`src/rtl/line_follower_pkg.sv`:
```
// Shared constants for the line follower: position encoding, FSM state codes, sample validity.
// Pure definitions, no logic or flow control of its own.
`timescale 1ns/1ps
package line_follower_pkg;

    localparam int POS_W = 11;

    localparam logic [POS_W-1:0] POS_ERROR = 11'd1023;
    localparam logic [POS_W-1:0] POS_MIN   = 11'd1;
    localparam logic [POS_W-1:0] POS_MAX   = 11'd1000;

    localparam logic [1:0] ST_IDLE   = 2'd0;
    localparam logic [1:0] ST_TRACK  = 2'd1;
    localparam logic [1:0] ST_SEARCH = 2'd2;
    localparam logic [1:0] ST_STOP   = 2'd3;

    // 0 (sensor just out of reset) and everything above POS_MAX, including POS_ERROR, is unusable
    function automatic logic pos_valid(input logic [POS_W-1:0] p);
        return (p >= POS_MIN) && (p <= POS_MAX);
    endfunction

endpackage

```
`src/rtl/pwm_generator.sv`:
```
// Free-running PWM: duty loads only at counter wrap so each period is whole; output registered.
// Latency: new duty takes effect at the next period start; no backpressure.
`timescale 1ns/1ps
module pwm_generator #(
    parameter int PWM_BITS = 8
) (
    input  logic                clk,
    input  logic                rst_n,
    input  logic [PWM_BITS-1:0] duty,
    output logic                pwm
);

    logic [PWM_BITS-1:0] cnt_q, cnt_d;
    logic [PWM_BITS-1:0] duty_act_q, duty_act_d;
    logic                pwm_q, pwm_d;

    always_comb begin
        cnt_d      = cnt_q + PWM_BITS'(1);
        duty_act_d = (cnt_q == '1) ? duty : duty_act_q;
        // compare on next-state values so pwm_q lines up with cnt_q without a combinational output
        pwm_d      = (cnt_d < duty_act_d);
    end

    always_ff @(posedge clk or negedge rst_n) begin
        if (!rst_n) begin
            cnt_q      <= '0;
            duty_act_q <= '0;
            pwm_q      <= 1'b0;
        end else begin
            cnt_q      <= cnt_d;
            duty_act_q <= duty_act_d;
            pwm_q      <= pwm_d;
        end
    end

    assign pwm = pwm_q;

endmodule

```
`src/rtl/steering_controller.sv`:
```
// PD line-follower steering with lost-line search/stop FSM driving two PWM motor outputs.
// Latency: duties update 1 clk after a sample tick; PWM follows at next period; no backpressure.
`timescale 1ns/1ps
module steering_controller
    import line_follower_pkg::*;
#(
    parameter int PWM_BITS     = 8,
    parameter int SAMPLE_DIV   = 100000,
    parameter int SETPOINT     = 500,
    parameter int BASE_DUTY    = 160,
    parameter int KP_SHIFT     = 2,
    parameter int KD_SHIFT     = 1,
    parameter int SEARCH_DUTY  = 120,
    parameter int LOST_TIMEOUT = 50
) (
    input  logic                clk,
    input  logic                rst_n,
    input  logic                enable,
    input  logic [POS_W-1:0]    position,
    output logic                pwm_left,
    output logic                pwm_right,
    output logic [PWM_BITS-1:0] duty_left,
    output logic [PWM_BITS-1:0] duty_right,
    output logic [1:0]          ctrl_state,
    output logic                lost
);

    localparam int DIV_W    = (SAMPLE_DIV > 1) ? $clog2(SAMPLE_DIV) : 1;
    localparam int LOST_W   = $clog2(LOST_TIMEOUT + 1);
    localparam int DUTY_MAX = (2 ** PWM_BITS) - 1;

    logic [DIV_W-1:0]    div_q, div_d;
    logic [1:0]          state_q, state_d;
    logic [PWM_BITS-1:0] duty_left_q, duty_left_d;
    logic [PWM_BITS-1:0] duty_right_q, duty_right_d;
    logic signed [11:0]  err_prev_q, err_prev_d;
    logic [LOST_W-1:0]   lost_cnt_q, lost_cnt_d;

    logic                tick;
    logic                sample_ok;
    logic signed [11:0]  err;
    logic signed [11:0]  err_ref;
    logic signed [12:0]  err_x, diff, p_term, d_term, corr;
    logic signed [15:0]  corr_x, left_raw, right_raw;
    logic [PWM_BITS-1:0] trk_left, trk_right;
    logic [PWM_BITS-1:0] srch_left, srch_right;
    logic [LOST_W-1:0]   lost_cnt_inc;

    function automatic logic [PWM_BITS-1:0] sat_duty(input logic signed [15:0] v);
        if (v < 16'sd0)
            return '0;
        else if (v > 16'(DUTY_MAX))
            return '1;
        else
            return v[PWM_BITS-1:0];
    endfunction

    assign tick      = (div_q == DIV_W'(SAMPLE_DIV - 1));
    assign sample_ok = pos_valid(position);

    always_comb begin
        div_d = tick ? '0 : div_q + DIV_W'(1);
    end

    // Outside TRACK the reference is the current error itself, so a (re)entry has no D kick
    always_comb begin
        err       = 12'($signed({1'b0, position}) - SETPOINT);
        err_ref   = (state_q == ST_TRACK) ? err_prev_q : err;
        err_x     = $signed({err[11], err});
        diff      = err_x - $signed({err_ref[11], err_ref});
        p_term    = err_x >>> KP_SHIFT;
        d_term    = diff >>> KD_SHIFT;
        corr      = p_term + d_term;
        corr_x    = $signed({{3{corr[12]}}, corr});
        left_raw  = 16'(BASE_DUTY) + corr_x;
        right_raw = 16'(BASE_DUTY) - corr_x;
        trk_left  = sat_duty(left_raw);
        trk_right = sat_duty(right_raw);
    end

    // Spin toward the side the line was last seen on; err_prev of 0 counts as right-of-centre
    always_comb begin
        srch_left  = err_prev_q[11] ? '0 : PWM_BITS'(SEARCH_DUTY);
        srch_right = err_prev_q[11] ? PWM_BITS'(SEARCH_DUTY) : '0;
    end

    assign lost_cnt_inc = lost_cnt_q + LOST_W'(1);

    always_comb begin
        state_d      = state_q;
        duty_left_d  = duty_left_q;
        duty_right_d = duty_right_q;
        err_prev_d   = err_prev_q;
        lost_cnt_d   = lost_cnt_q;

        if (!enable) begin
            state_d      = ST_IDLE;
            duty_left_d  = '0;
            duty_right_d = '0;
            lost_cnt_d   = '0;
        end else if (tick) begin
            if (sample_ok) begin
                state_d      = ST_TRACK;
                duty_left_d  = trk_left;
                duty_right_d = trk_right;
                err_prev_d   = err;
                lost_cnt_d   = '0;
            end else begin
                case (state_q)
                    ST_IDLE, ST_TRACK: begin
                        state_d      = ST_SEARCH;
                        duty_left_d  = srch_left;
                        duty_right_d = srch_right;
                        lost_cnt_d   = LOST_W'(1);
                    end
                    ST_SEARCH: begin
                        lost_cnt_d = lost_cnt_inc;
                        if (lost_cnt_inc == LOST_W'(LOST_TIMEOUT)) begin
                            state_d      = ST_STOP;
                            duty_left_d  = '0;
                            duty_right_d = '0;
                        end else begin
                            duty_left_d  = srch_left;
                            duty_right_d = srch_right;
                        end
                    end
                    default: begin
                        state_d      = ST_STOP;
                        duty_left_d  = '0;
                        duty_right_d = '0;
                    end
                endcase
            end
        end
    end

    always_ff @(posedge clk or negedge rst_n) begin
        if (!rst_n) begin
            div_q        <= '0;
            state_q      <= ST_IDLE;
            duty_left_q  <= '0;
            duty_right_q <= '0;
            err_prev_q   <= '0;
            lost_cnt_q   <= '0;
        end else begin
            div_q        <= div_d;
            state_q      <= state_d;
            duty_left_q  <= duty_left_d;
            duty_right_q <= duty_right_d;
            err_prev_q   <= err_prev_d;
            lost_cnt_q   <= lost_cnt_d;
        end
    end

    pwm_generator #(.PWM_BITS(PWM_BITS)) u_pwm_left (
        .clk   (clk),
        .rst_n (rst_n),
        .duty  (duty_left_q),
        .pwm   (pwm_left)
    );

    pwm_generator #(.PWM_BITS(PWM_BITS)) u_pwm_right (
        .clk   (clk),
        .rst_n (rst_n),
        .duty  (duty_right_q),
        .pwm   (pwm_right)
    );

    assign duty_left  = duty_left_q;
    assign duty_right = duty_right_q;
    assign ctrl_state = state_q;
    assign lost       = (state_q == ST_STOP);

endmodule

```
`config.mk`:
```
export PLATFORM = sky130hd
export DESIGN_NAME = steering_controller
export DESIGN_NICKNAME = d
export VERILOG_FILES = /design/src/rtl/line_follower_pkg.sv /design/src/rtl/pwm_generator.sv /design/src/rtl/steering_controller.sv
export SDC_FILE = /design/constraint.sdc
export NUM_CORES = 1
export LEC_CHECK = 0
export CAP_MARGIN = 20
export CORE_MARGIN = 2
export CORE_UTILIZATION = 35
export DETAILED_ROUTE_END_ITERATION = 12
export DONT_BUFFER_PORTS = 1
export GPL_ROUTABILITY_DRIVEN = 0
export GPL_TIMING_DRIVEN = 0
export PLACE_DENSITY = 0.57
export SLEW_MARGIN = 40
export SYNTH_ARGS = -nofsm -noshare
export SYNTH_HDL_FRONTEND = slang
export SYNTH_SLANG_ARGS = --single-unit
```
`constraint.sdc`:
```
create_clock -name clk -period 6.7 [get_ports clk]
set_input_delay 2.01 -clock clk [delete_from_list [all_inputs] [get_ports clk]]
set_output_delay 2.01 -clock clk [all_outputs]
set_load 0.05 [all_outputs]
```
==> flow_metrics.env, run 1 <==
export IMPL_placed_area_um2=6364
export IMPL_routed_via_density=5.293
export IMPL_min_period_over_period=0.9473
export IMPL_stdcell_area_um2=6785
export IMPL_clkPwrFrac=0.236
export IMPL_synth_seq_area_share=0.3580
export IMPL_holdBufCountCts=0
export IMPL_crit_chain="clkinvlp_4 > ha_2 > xor2_2 > inv_1 > mux2i_1 > ha_1 > o21ai_1 > a21oi_1 > nor2_1 > nor2_1 > o21ai_0 > o21ai_1 > xor2_1 > ha_2 > a21o_1 > a21o_1 > a211o_1 > o311a_1 > nor4_4 > a311o_1 > a311oi_4 > a211o_1"
export IMPL_p_leak_nw=3.210
export IMPL_path_buf_inv=2
export IMPL_ys_async_sr_fraction=1.000
export IMPL_min_from="err_prev_q[0]"
export IMPL_initial_core_util=0.3553
export IMPL_worst_path_max_fanout=7
export IMPL_ys_seq_elements=87
export IMPL_synth_ff_type="dfrtp_1"
export IMPL_rsz0062_at_grt="no"
export IMPL_swShare=0.4120
export IMPL_peakVddDrop_mv=0.1508
export IMPL_netlist_area_um2=6082
export IMPL_cts_path_max_buffers=2
export IMPL_grt_start_max_net_pins=88
export IMPL_synth_top_area_cell="dfrtp_1"
export IMPL_dp_cells=895
export IMPL_status="complete, no violations"
export IMPL_syn2layout_area_growth_pct=11.56
export IMPL_drc=0
export IMPL_slowest_delay_ns=0.40
export IMPL_die_area_um2=18450
export IMPL_finalSetupTns_ns=0
export IMPL_pwr_share_seq=0.271
export IMPL_path_delay_family="compound AO/OA/AOI/OAI gates"
export IMPL_clock_latency_ns=0.34
export IMPL_pwr_share_comb=0.494
export IMPL_instances_no_fill=911
export IMPL_n_antenna_cell=0
export IMPL_seqCellArea_um2=2177
export IMPL_grt_pass1_vias=4825
export IMPL_fp_row_count=48
export IMPL_p_per_area_nw_per_um2=285.7
export IMPL_ios=35
export IMPL_intPower_mw=1.140
export IMPL_port_buffers=0
export IMPL_track_usage=0.1552
export IMPL_cp_startpoint="position[2]"
export IMPL_fill_cells=1725
export IMPL_first_pass_iters=4
export IMPL_hpwl_um=10510
export IMPL_path_clk_slew_ns=0.06
export IMPL_switching_power_uw=798.8
export IMPL_yosysTopAreaCellShare=0.3580
export IMPL_die_h_um=135.8
export IMPL_clock_skew_ns=0.005645
export IMPL_first_iter_violations=175
export IMPL_finalPower_mw=1.939
export IMPL_cp_arrival_ns=6.57
export IMPL_avgSynthCellArea_um2=9.078
export IMPL_multiInputGateArea_um2=3805
export IMPL_wl_per_cell_um=14.93
export IMPL_max_slew_margin=0.4807
export IMPL_cts_made_buffers=9
export IMPL_synthCells=670
export IMPL_hold_path_class="reg -> reg"
export IMPL_r2r_start="ctrl_state[1]"
export IMPL_synth_edf_count=0
export IMPL_ys_warn_count=0
export IMPL_crit_path_top_delay_cell="o311a_1"
export IMPL_finish_utilization=0.3964
export IMPL_nets=746
export IMPL_slew_violations=0
export IMPL_synth_area_leaders="dfrtp_1 36%, ha_1 9.9%, xnor2_1 4.6%"
export IMPL_die_w_um=135.8
export IMPL_worst_pin_slew_ns=0.7731
export IMPL_ctsRootBufferMaster="clkbuf_16"
export IMPL_criticalPathCategory="in -> reg"
export IMPL_cts_sinks=87
export IMPL_cap_violations=0
export IMPL_synth_cell_type_count=65
export IMPL_endpoint_kind="flip-flop"
export IMPL_htree_levels=3
export IMPL_worstPathRequired_ns=6.93
export IMPL_cts_tree="yes"
export IMPL_critPathLaunchType="input port"
export IMPL_antenna_found_initial=0
export IMPL_syn_nets=734
export IMPL_synth_most_common_cell="dfrtp_1"
export IMPL_hold_violations=0
export IMPL_wirelength_um=13600
export IMPL_synth_cells_most_frequent="87 x dfrtp_1, 68 x nand2_1, 48 x ha_1"
export IMPL_core_um2=17120
export IMPL_dr_total_vias=4822
export IMPL_period_needed_ns=6.347
export IMPL_grt_pass1_wl_um=22900
export IMPL_postRouteAntennaNets=0
export IMPL_setup_viol=0
export IMPL_fmax_mhz=157.5
export IMPL_gr_total_overflow=0
export IMPL_drive_gt1_frac=0.09475
area by class of cell:
class,count,share of cell area
Tap cell,225,0.04149
Buffer,13,0.007192
Inverter,47,0.02655
Timing Repair Buffer,3,0.003319
Clock buffer,9,0.03319
Multi-Input combinational cell,521,0.5608
Clock inverter,6,0.006638
Sequential cell,87,0.3209
metrics by stage:
| step | worst slack, ns | hold slack (ns) |
|---|---|---|
| after floorplan | 0.3791 | 0.4386 |
| final | 0.3528 | 0.4698 |
| after CTS | 0.01115 | 0.4754 |
| after global routing | 0.03320 | 0.5010 |
| after global placement | -0.2592 | 0.4526 |
| after detailed placement | -0.3722 | 0.4630 |
layout by cell type, fill, tap and decap left out, types with 5 or more instances in the layout:
| cell type | synthesis | routed |
|---|---|---|
| clkbuf_16 | 0 | 9 |
| inv_1 | 46 | 45 |
| nor3_1 | 10 | 8 |
| xor2_1 | 23 | 20 |
| nor2_1 | 42 | 42 |
| o211ai_1 | 8 | 8 |
| nand2_1 | 68 | 68 |
| nor2b_1 | 6 | 5 |
| a31oi_1 | 8 | 7 |
| o21ai_0 | 46 | 45 |
| a21o_1 | 20 | 20 |
| a211o_1 | 7 | 7 |
| and3_1 | 17 | 17 |
| a211oi_1 | 6 | 5 |
| nor4_1 | 8 | 6 |
| clkbuf_1 | 15 | 13 |
| mux2i_1 | 19 | 19 |
| and2_1 | 11 | 11 |
| a21oi_1 | 29 | 25 |
| nand3_1 | 21 | 21 |
| xnor2_1 | 32 | 31 |
| a31o_2 | 7 | 7 |
| dfrtp_1 | 87 | 87 |
| nand4_1 | 9 | 9 |
| ha_1 | 48 | 45 |
| nand2b_1 | 7 | 7 |
power groups by stage:
stage                     logic, mW  registers [mW]  clock network [mW]
after global routing           1.06           0.525               0.496
after detailed placement      0.867           0.535                   0
after CTS                     0.876           0.525               0.476
after global placement        0.842           0.535                   0
final                         0.957           0.525               0.457
after floorplan               0.697           0.535                   0
per-layer routing:
layer  share of wire  up-vias  track usage  wire (µm)
met3           0.055       18      0.04251        746
met2            0.45       78       0.2486       6150
met5               0        -            0          0
met1            0.48     2282       0.2049       6498
met4           0.015        0      0.04688        208
li1                -     2444            -          -
repair_timing:
action                                  CTS  global route
buffers inserted                          0             3
gates resized for setup                   1            28
endpoints found under the setup margin    1            16
pin swaps                                 0            14
hold endpoints to repair                  0             0
worst paths after layout:
check | cells after the start | slack (ns) | endpoint
max in group asynchronous | 0 | 5.21 | err_prev_q[2]
setup / recovery | 22 | 0.35 | duty_left[1]
hold reg to reg | 2 | 0.47 | err_prev_q[0]
min in group asynchronous | 0 | 1.35 | u_pwm_right.pwm
setup reg to reg | 22 | 0.52 | duty_left[1]
hold / removal | 2 | 0.47 | err_prev_q[0]
sequential cells by signal, summed over array words and instances (netlist names):
register                count
div_q                      17
err_prev_q                 12
duty_left                   8
duty_right                  8
u_pwm_left.cnt_q            8
u_pwm_left.duty_act_q       8
u_pwm_right.cnt_q           8
u_pwm_right.duty_act_q      8
lost_cnt_q                  6
ctrl_state                  2
u_pwm_left.pwm              1
u_pwm_right.pwm             1
worst min-delay path: stages (launching register included):
cell and delay, ns:
dfrtp_1 0.34, nand2_1 0.05, nand2_1 0.04
kinds of logic after synthesis:
kind of cell / synth area share
AOI/OAI and AO/OA: 0.1998
xor gates and xnor gates: 0.08455
adders and majority gates: 0.1053
buffers and inverters: 0.03826
DFF: 0.3580
muxes: 0.03682
and+or+nand+nor: 0.1773
Power figures use the tool's default switching activity.
==> run 2, diff against run 1 <==
BUFFER_PORTS_ARGS = -buffer_cell sky130_fd_sc_hd__buf_2   (was unset)
CTS_BUF_LIST = sky130_fd_sc_hd__clkbuf_4 sky130_fd_sc_hd__clkbuf_8 sky130_fd_sc_hd__clkbuf_16   (was unset)
DONT_BUFFER_PORTS = unset   (was 1)
PLACE_DENSITY = 0.59   (was 0.57)
SLEW_MARGIN = unset   (was 40)
==> run 2 against run 1 <==
Effect of this change: sequential share of layout area down 1.1 points; critical path type unchanged; clock power up 12%; register-to-register slack improved by 0.40 ns; clock-buffer cell count increased by 2; utilization is 1.4 points higher; first-iteration DRC count unchanged; sequential cell count unchanged; largest cell class unchanged; global-route usage down 0.12 points.
==> flow_metrics.env, run 2 (synthesis results as in run 1) <==
export IMPL_dp_cells=929
export IMPL_hpwl_um=10450
export IMPL_syn2layout_area_growth_pct=15.57
export IMPL_critPathLaunchType="input port"
export IMPL_clkPwrFrac=0.252
export IMPL_fp_row_count=48
export IMPL_hold_violations=0
export IMPL_stdcell_area_um2=7029
export IMPL_crit_chain="buf_2 > inv_2 > ha_1 > xor2_1 > inv_1 > mux2i_1 > ha_1 > o21ai_2 > a21oi_2 > nor2_1 > nor2_1 > o21ai_0 > o21ai_1 > xor2_1 > ha_2 > a21o_1 > a21o_4 > a211o_1 > a311oi_2 > nor4_4 > a311o_1 > a311oi_2 > a211o_1"
export IMPL_largest_reg_flops=17
export IMPL_drive_gt1_frac=0.1387
export IMPL_drc=0
export IMPL_p_per_area_nw_per_um2=288.0
export IMPL_postRouteAntennaNets=0
export IMPL_crit_path_top_delay_cell="a311oi_2"
export IMPL_intPower_mw=1.220
export IMPL_worst_path_max_fanout=7
export IMPL_slew_violations=0
export IMPL_grt_pass1_wl_um=22800
export IMPL_setup_slack_ns=0.2999
export IMPL_die_h_um=135.8
export IMPL_dr_total_vias=4875
export IMPL_fmax_mhz=156.2
export IMPL_swShare=0.3972
export IMPL_die_w_um=135.8
export IMPL_clock_skew_ns=0.008002
export IMPL_fill_cells=1737
export IMPL_track_usage=0.1540
export IMPL_period_needed_ns=6.400
export IMPL_cts_made_buffers=9
export IMPL_criticalPathCategory="in -> reg"
export IMPL_endpoint_kind="flip-flop"
export IMPL_switching_power_uw=803.9
export IMPL_worst_r2r_path_depth=21
export IMPL_setup_viol=0
export IMPL_min_period_over_period=0.9552
export IMPL_cap_violations=0
export IMPL_p_leak_nw=3.431
export IMPL_top_regs="div_q x17, err_prev_q x12"
export IMPL_cts_tree="yes"
export IMPL_path_clk_slew_ns=0.06
export IMPL_first_iter_violations=175
export IMPL_status="complete, no violations"
export IMPL_grt_start_max_net_pins=69
export IMPL_first_pass_iters=4
export IMPL_wirelength_um=13610
export IMPL_cts_path_max_buffers=2
export IMPL_finalSetupTns_ns=0
export IMPL_antenna_found_initial=1
export IMPL_instances_no_fill=947
export IMPL_final_common_cell="dfrtp_1"
export IMPL_cts_sinks=87
export IMPL_core_um2=17120
export IMPL_routed_wl_met2_um=5959
export IMPL_cp_arrival_ns=6.68
export IMPL_mostFrequentLayoutCells="87 x dfrtp_1, 68 x nand2_1, 47 x ha_1"
export IMPL_die_area_um2=18450
export IMPL_min_from="err_prev_q[8]"
export IMPL_slowest_delay_ns=0.42
export IMPL_regMostFlops="div_q"
export IMPL_pwr_share_comb=0.488
export IMPL_place_ws_ns=-0.5184
export IMPL_met1_length_um=7119
export IMPL_rr_endpoint="duty_left[1]"
export IMPL_ios=35
export IMPL_grt_pass1_vias=4637
export IMPL_htree_levels=3
export IMPL_route_met3_wl_um=394
export IMPL_ctsRootBufferMaster="clkbuf_16"
export IMPL_clock_latency_ns=0.34
export IMPL_routed_via_density=5.148
export IMPL_gr_total_overflow=0
export IMPL_wl_per_cell_um=14.37
export IMPL_r2r_setup_slack_ns=0.92
export IMPL_port_buffers=33
export IMPL_worst_pin_slew_ns=0.9446
export IMPL_placed_area_um2=6559
export IMPL_peakVddDrop_mv=0.2025
export IMPL_min_path_cells=2
export IMPL_topRoutingLayerUsed="met4"
export IMPL_hold_path_class="reg -> reg"
export IMPL_r2r_start="ctrl_state[1]"
export IMPL_max_slew_margin=0.3660
export IMPL_worstPathRequired_ns=6.98
export IMPL_initial_core_util=0.3553
export IMPL_pwr_share_seq=0.260
export IMPL_nets=781
export IMPL_hold_path_end="err_prev_q[8]"
[run 2: how the worst max path moves through the flow]
| stage | from | to | slack [ns] | cells after the start |
|---|---|---|---|---|
| global route | position[2] | duty_left[0] | -0.01 | 23 |
| finish | position[2] | duty_left[1] | 0.30 | 23 |
| CTS | position[2] | duty_left[1] | 0.006 | 24 |
| detailed placement | position[2] | duty_left[4] | -0.52 | 27 |
| floorplan | position[1] | duty_left[0] | 0.38 | 22 |
| global placement | position[2] | duty_left[5] | -0.44 | 24 |
[run 2: timing repair]
item / 4_1_cts / 5_1_grt
setup endpoints to repair: 11 / 16
hold buffers: 0 / 0
buffers inserted: 1 / 3
gates resized for setup: 3 / 27
pin swaps: 2 / 9
[run 2: routing by layer]
| metal | vias to the layer above | GRT usage |
|---|---|---|
| met3 | 10 | 0.03430 |
| met2 | 53 | 0.2365 |
| met4 | 0 | 0.03935 |
| li1 | 2524 | - |
| met1 | 2288 | 0.2193 |
| met5 | - | 0 |
[run 2: final cells by class]
class	count	area [µm²]	area share
Clock buffer	11	252.7	0.03596
Buffer	13	48.80	0.006942
Tap cell	225	281.5	0.04005
Timing Repair Buffer	38	225.2	0.03204
Antenna cell	1	2.502	0.0003560
Inverter	47	176.4	0.02510
Clock inverter	4	55.05	0.007832
Multi-Input combinational cell	521	3810	0.5420
Sequential cell	87	2177	0.3097
[run 2: power groups by stage]
| stage | clock, mW | sequential [mW] | combinational, mW |
|---|---|---|---|
| 4_1_cts | 0.529 | 0.525 | 0.889 |
| 5_1_grt | 0.554 | 0.525 | 1.10 |
| 2_1_floorplan | 0 | 0.535 | 0.697 |
| 6_report | 0.511 | 0.525 | 0.988 |
| 3_5_place_dp | 0 | 0.535 | 0.884 |
| 3_3_place_gp | 0 | 0.535 | 0.876 |
[run 2: critical path, delay by kind of cell]
kind	cells	cell delay, ns
mux	1	0.10
simple gates	3	0.24
xor+xnor	2	0.34
fa+ha+maj	3	0.92
compound gates	11	2.67
buf+inv	3	0.34
[run 2: per-stage QoR]
step | hold WS (ns) | power [mW] | utilization
2_1_floorplan | 0.4386 | 1.232 | -
3_3_place_gp | 0.4567 | 1.411 | 0.3814
3_5_place_dp | 0.4663 | 1.419 | 0.3832
4_1_cts | 0.4795 | 1.944 | 0.4017
5_1_grt | 0.5093 | 2.179 | 0.4105
6_report | 0.4737 | 2.024 | 0.4107
==> run 3, diff against run 2 <==
SYNTH_HIERARCHICAL = 1   (was unset)
==> run 3 against run 2 <==
Effect of this change: first-iteration DRC count rose by 30%; sequential cell count is the same; wire length rose by 1.8%; final cell count rose by 0.84%; register-to-register slack worse by 0.12 ns.
==> flow_metrics.env, run 3 <==
export IMPL_status="complete, no violations"
export IMPL_r2r_start="ctrl_state[1]"
export IMPL_first_pass_iters=6
export IMPL_final_common_cell="dfrtp_1"
export IMPL_worst_path_max_fanout=6
export IMPL_worstPathRequired_ns=6.95
export IMPL_setup_viol=0
export IMPL_finalPower_mw=2.134
export IMPL_gr_total_overflow=0
export IMPL_synth_cells_most_frequent="87 x dfrtp_1, 74 x nand2_1, 48 x ha_1"
export IMPL_core_um2=17300
export IMPL_worst_r2r_path_depth=25
export IMPL_cts_made_buffers=9
export IMPL_grt_pass1_wl_um=23620
export IMPL_mostFrequentLayoutCells="87 x dfrtp_1, 74 x nand2_1, 44 x ha_1"
export IMPL_grt_start_max_net_pins=66
export IMPL_ys_warn_count=6
export IMPL_rr_endpoint="duty_right[1]"
export IMPL_fmax_mhz=153.8
export IMPL_wl_per_cell_um=14.51
export IMPL_criticalPathCategory="in -> reg"
export IMPL_synth_ff_type="dfrtp_1"
export IMPL_max_slew_margin=0.3846
export IMPL_first_iter_violations=227
export IMPL_die_h_um=137.2
export IMPL_routed_via_density=5.226
export IMPL_initial_core_util=0.3591
export IMPL_min_from="err_prev_q[8]"
export IMPL_postRouteAntennaNets=0
export IMPL_synth_cell_type_count=82
export IMPL_p_per_area_nw_per_um2=293.3
export IMPL_slew_violations=0
export IMPL_worst_pin_slew_ns=0.9170
export IMPL_clock_skew_ns=0.009960
export IMPL_hold_violations=0
export IMPL_period_needed_ns=6.500
export IMPL_syn2layout_area_growth_pct=17.14
export IMPL_netlist_area_um2=6211
export IMPL_synth_seq_area_share=0.3505
export IMPL_antenna_found_initial=0
export IMPL_hpwl_um=10500
export IMPL_clock_latency_ns=0.36
export IMPL_cp_arrival_ns=6.75
export IMPL_avgSynthCellArea_um2=9.284
export IMPL_fp_row_count=48
export IMPL_cts_sinks=87
export IMPL_critPathLaunchType="input port"
export IMPL_grt_pass1_vias=4813
export IMPL_yosysTopAreaCellShare=0.3505
export IMPL_holdBufCountCts=0
export IMPL_cts_path_max_buffers=2
export IMPL_cap_violations=0
export IMPL_die_w_um=137.2
export IMPL_port_buffers=34
export IMPL_dr_total_vias=4991
export IMPL_die_area_um2=18830
export IMPL_ctsRootBufferMaster="clkbuf_16"
export IMPL_track_usage=0.1590
export IMPL_largest_reg_flops=17
export IMPL_ys_seq_elements=87
export IMPL_peakVddDrop_mv=0.1923
export IMPL_hold_path_class="reg -> reg"
export IMPL_hold_path_end="err_prev_q[8]"
export IMPL_htree_levels=3
export IMPL_synth_most_common_cell="dfrtp_1"
export IMPL_syn_nets=733
export IMPL_synth_area_leaders="dfrtp_1 35%, ha_1 9.7%, xnor2_1 5.5%"
export IMPL_p_leak_nw=3.409
export IMPL_n_antenna_cell=0
export IMPL_ys_async_sr_fraction=1.000
export IMPL_regMostFlops="div_q"
export IMPL_synthCells=669
export IMPL_ios=35
export IMPL_r2r_setup_slack_ns=0.80
export IMPL_finalSetupTns_ns=0
export IMPL_top_regs="div_q x17, err_prev_q x12"
export IMPL_endpoint_kind="flip-flop"
export IMPL_drc=0
export IMPL_wirelength_um=13860
export IMPL_cts_tree="yes"
export IMPL_drive_gt1_frac=0.1863
export IMPL_path_clk_slew_ns=0.07
export IMPL_synth_top_area_cell="dfrtp_1"
export IMPL_nets=789
export IMPL_min_period_over_period=0.9702
export IMPL_min_path_cells=2
export IMPL_synth_edf_count=0
[run 3: layout make-up]
cell class                 count  area (µm²)
tap                          225       281.5
inverter                      44       167.7
timing repair buffer          46       285.3
clock inverter                 6       80.08
clock buffer                  10       239.0
buffer                        11       61.31
sequential                    87        2177
multi-input combinational    526        3984
fill                        1730       10020
[run 3: worst max-delay path by stage]
stage                     slack (ns)  cells past startpoint   startpoint            end
final                           0.20                     24  position[2]  duty_right[1]
after global routing           -0.02                     24  position[2]  duty_right[1]
after CTS                      0.002                     26  position[2]  duty_right[1]
after detailed placement       -1.04                     25  position[2]  duty_right[1]
after global placement         -1.06                     25  position[2]  duty_right[0]
after floorplan                0.006                     25  position[2]  duty_right[1]
[run 3: critical path, cell delays in order]
cell and delay, ns:
clkbuf_4 0.15, inv_2 0.12, ha_2 0.30, nand2_1 0.06, o21ai_0 0.09, ha_1 0.36
o211ai_1 0.30, a21oi_2 0.11, o21ai_4 0.22, o21ai_2 0.08, a21o_1 0.19, a21oi_2 0.17
xnor2_1 0.14, ha_2 0.33, a21o_1 0.24, o211ai_1 0.26, a31oi_1 0.11, a21o_1 0.22
or3_4 0.41, nor3_4 0.15, a211oi_1 0.09, o31ai_2 0.26, a21oi_2 0.11, a221o_1 0.27
[run 3: repair_timing]
action,CTS,global route
endpoints found under the setup margin,16,16
buffers inserted,2,9
pin swaps,6,11
resized for setup,14,31
[run 3: logic make-up after synthesis]
kind of cell	count (synthesis)	synth area share
simple gates	236	0.1960
compound gates	154	0.1811
flops	87	0.3505
fa+ha+maj	50	0.1031
mux	28	0.04653
buf+inv	56	0.03666
xor+xnor	58	0.08602
[run 3: where the power goes]
group          leakage, nW  total, mW         switching (mW)  internal, mW
logic                 2.09       1.07                  0.638         0.436
clock network        0.152      0.536                  0.231         0.305
registers             1.17      0.525  0.0000000000000000243         0.525
[run 3: metrics by stage]
| stage | worst slack, ns | area (µm²) | hold slack [ns] | std cells | utilization |
|---|---|---|---|---|---|
| 2_1_floorplan | 0.005500 | 6211 | 0.4376 | 669 | - |
| 3_3_place_gp | -1.061 | 6663 | 0.4540 | 928 | 0.3852 |
| 3_5_place_dp | -1.037 | 6693 | 0.4627 | 929 | 0.3869 |
| 4_1_cts | 0.001848 | 7074 | 0.4806 | 947 | 0.4090 |
| 5_1_grt | -0.01981 | 7276 | 0.4957 | 955 | 0.4206 |
| 6_report | 0.1999 | 7276 | 0.4730 | 955 | 0.4206 |
[run 3: routing by layer]
layer | vias up | global-route usage | wire, µm
met1 | 2406 | 0.2119 | 6663
met5 | - | 0 | 0
met4 | 0 | 0.05155 | 238
met2 | 51 | 0.2631 | 6541
met3 | 16 | 0.02612 | 419
li1 | 2518 | - | -
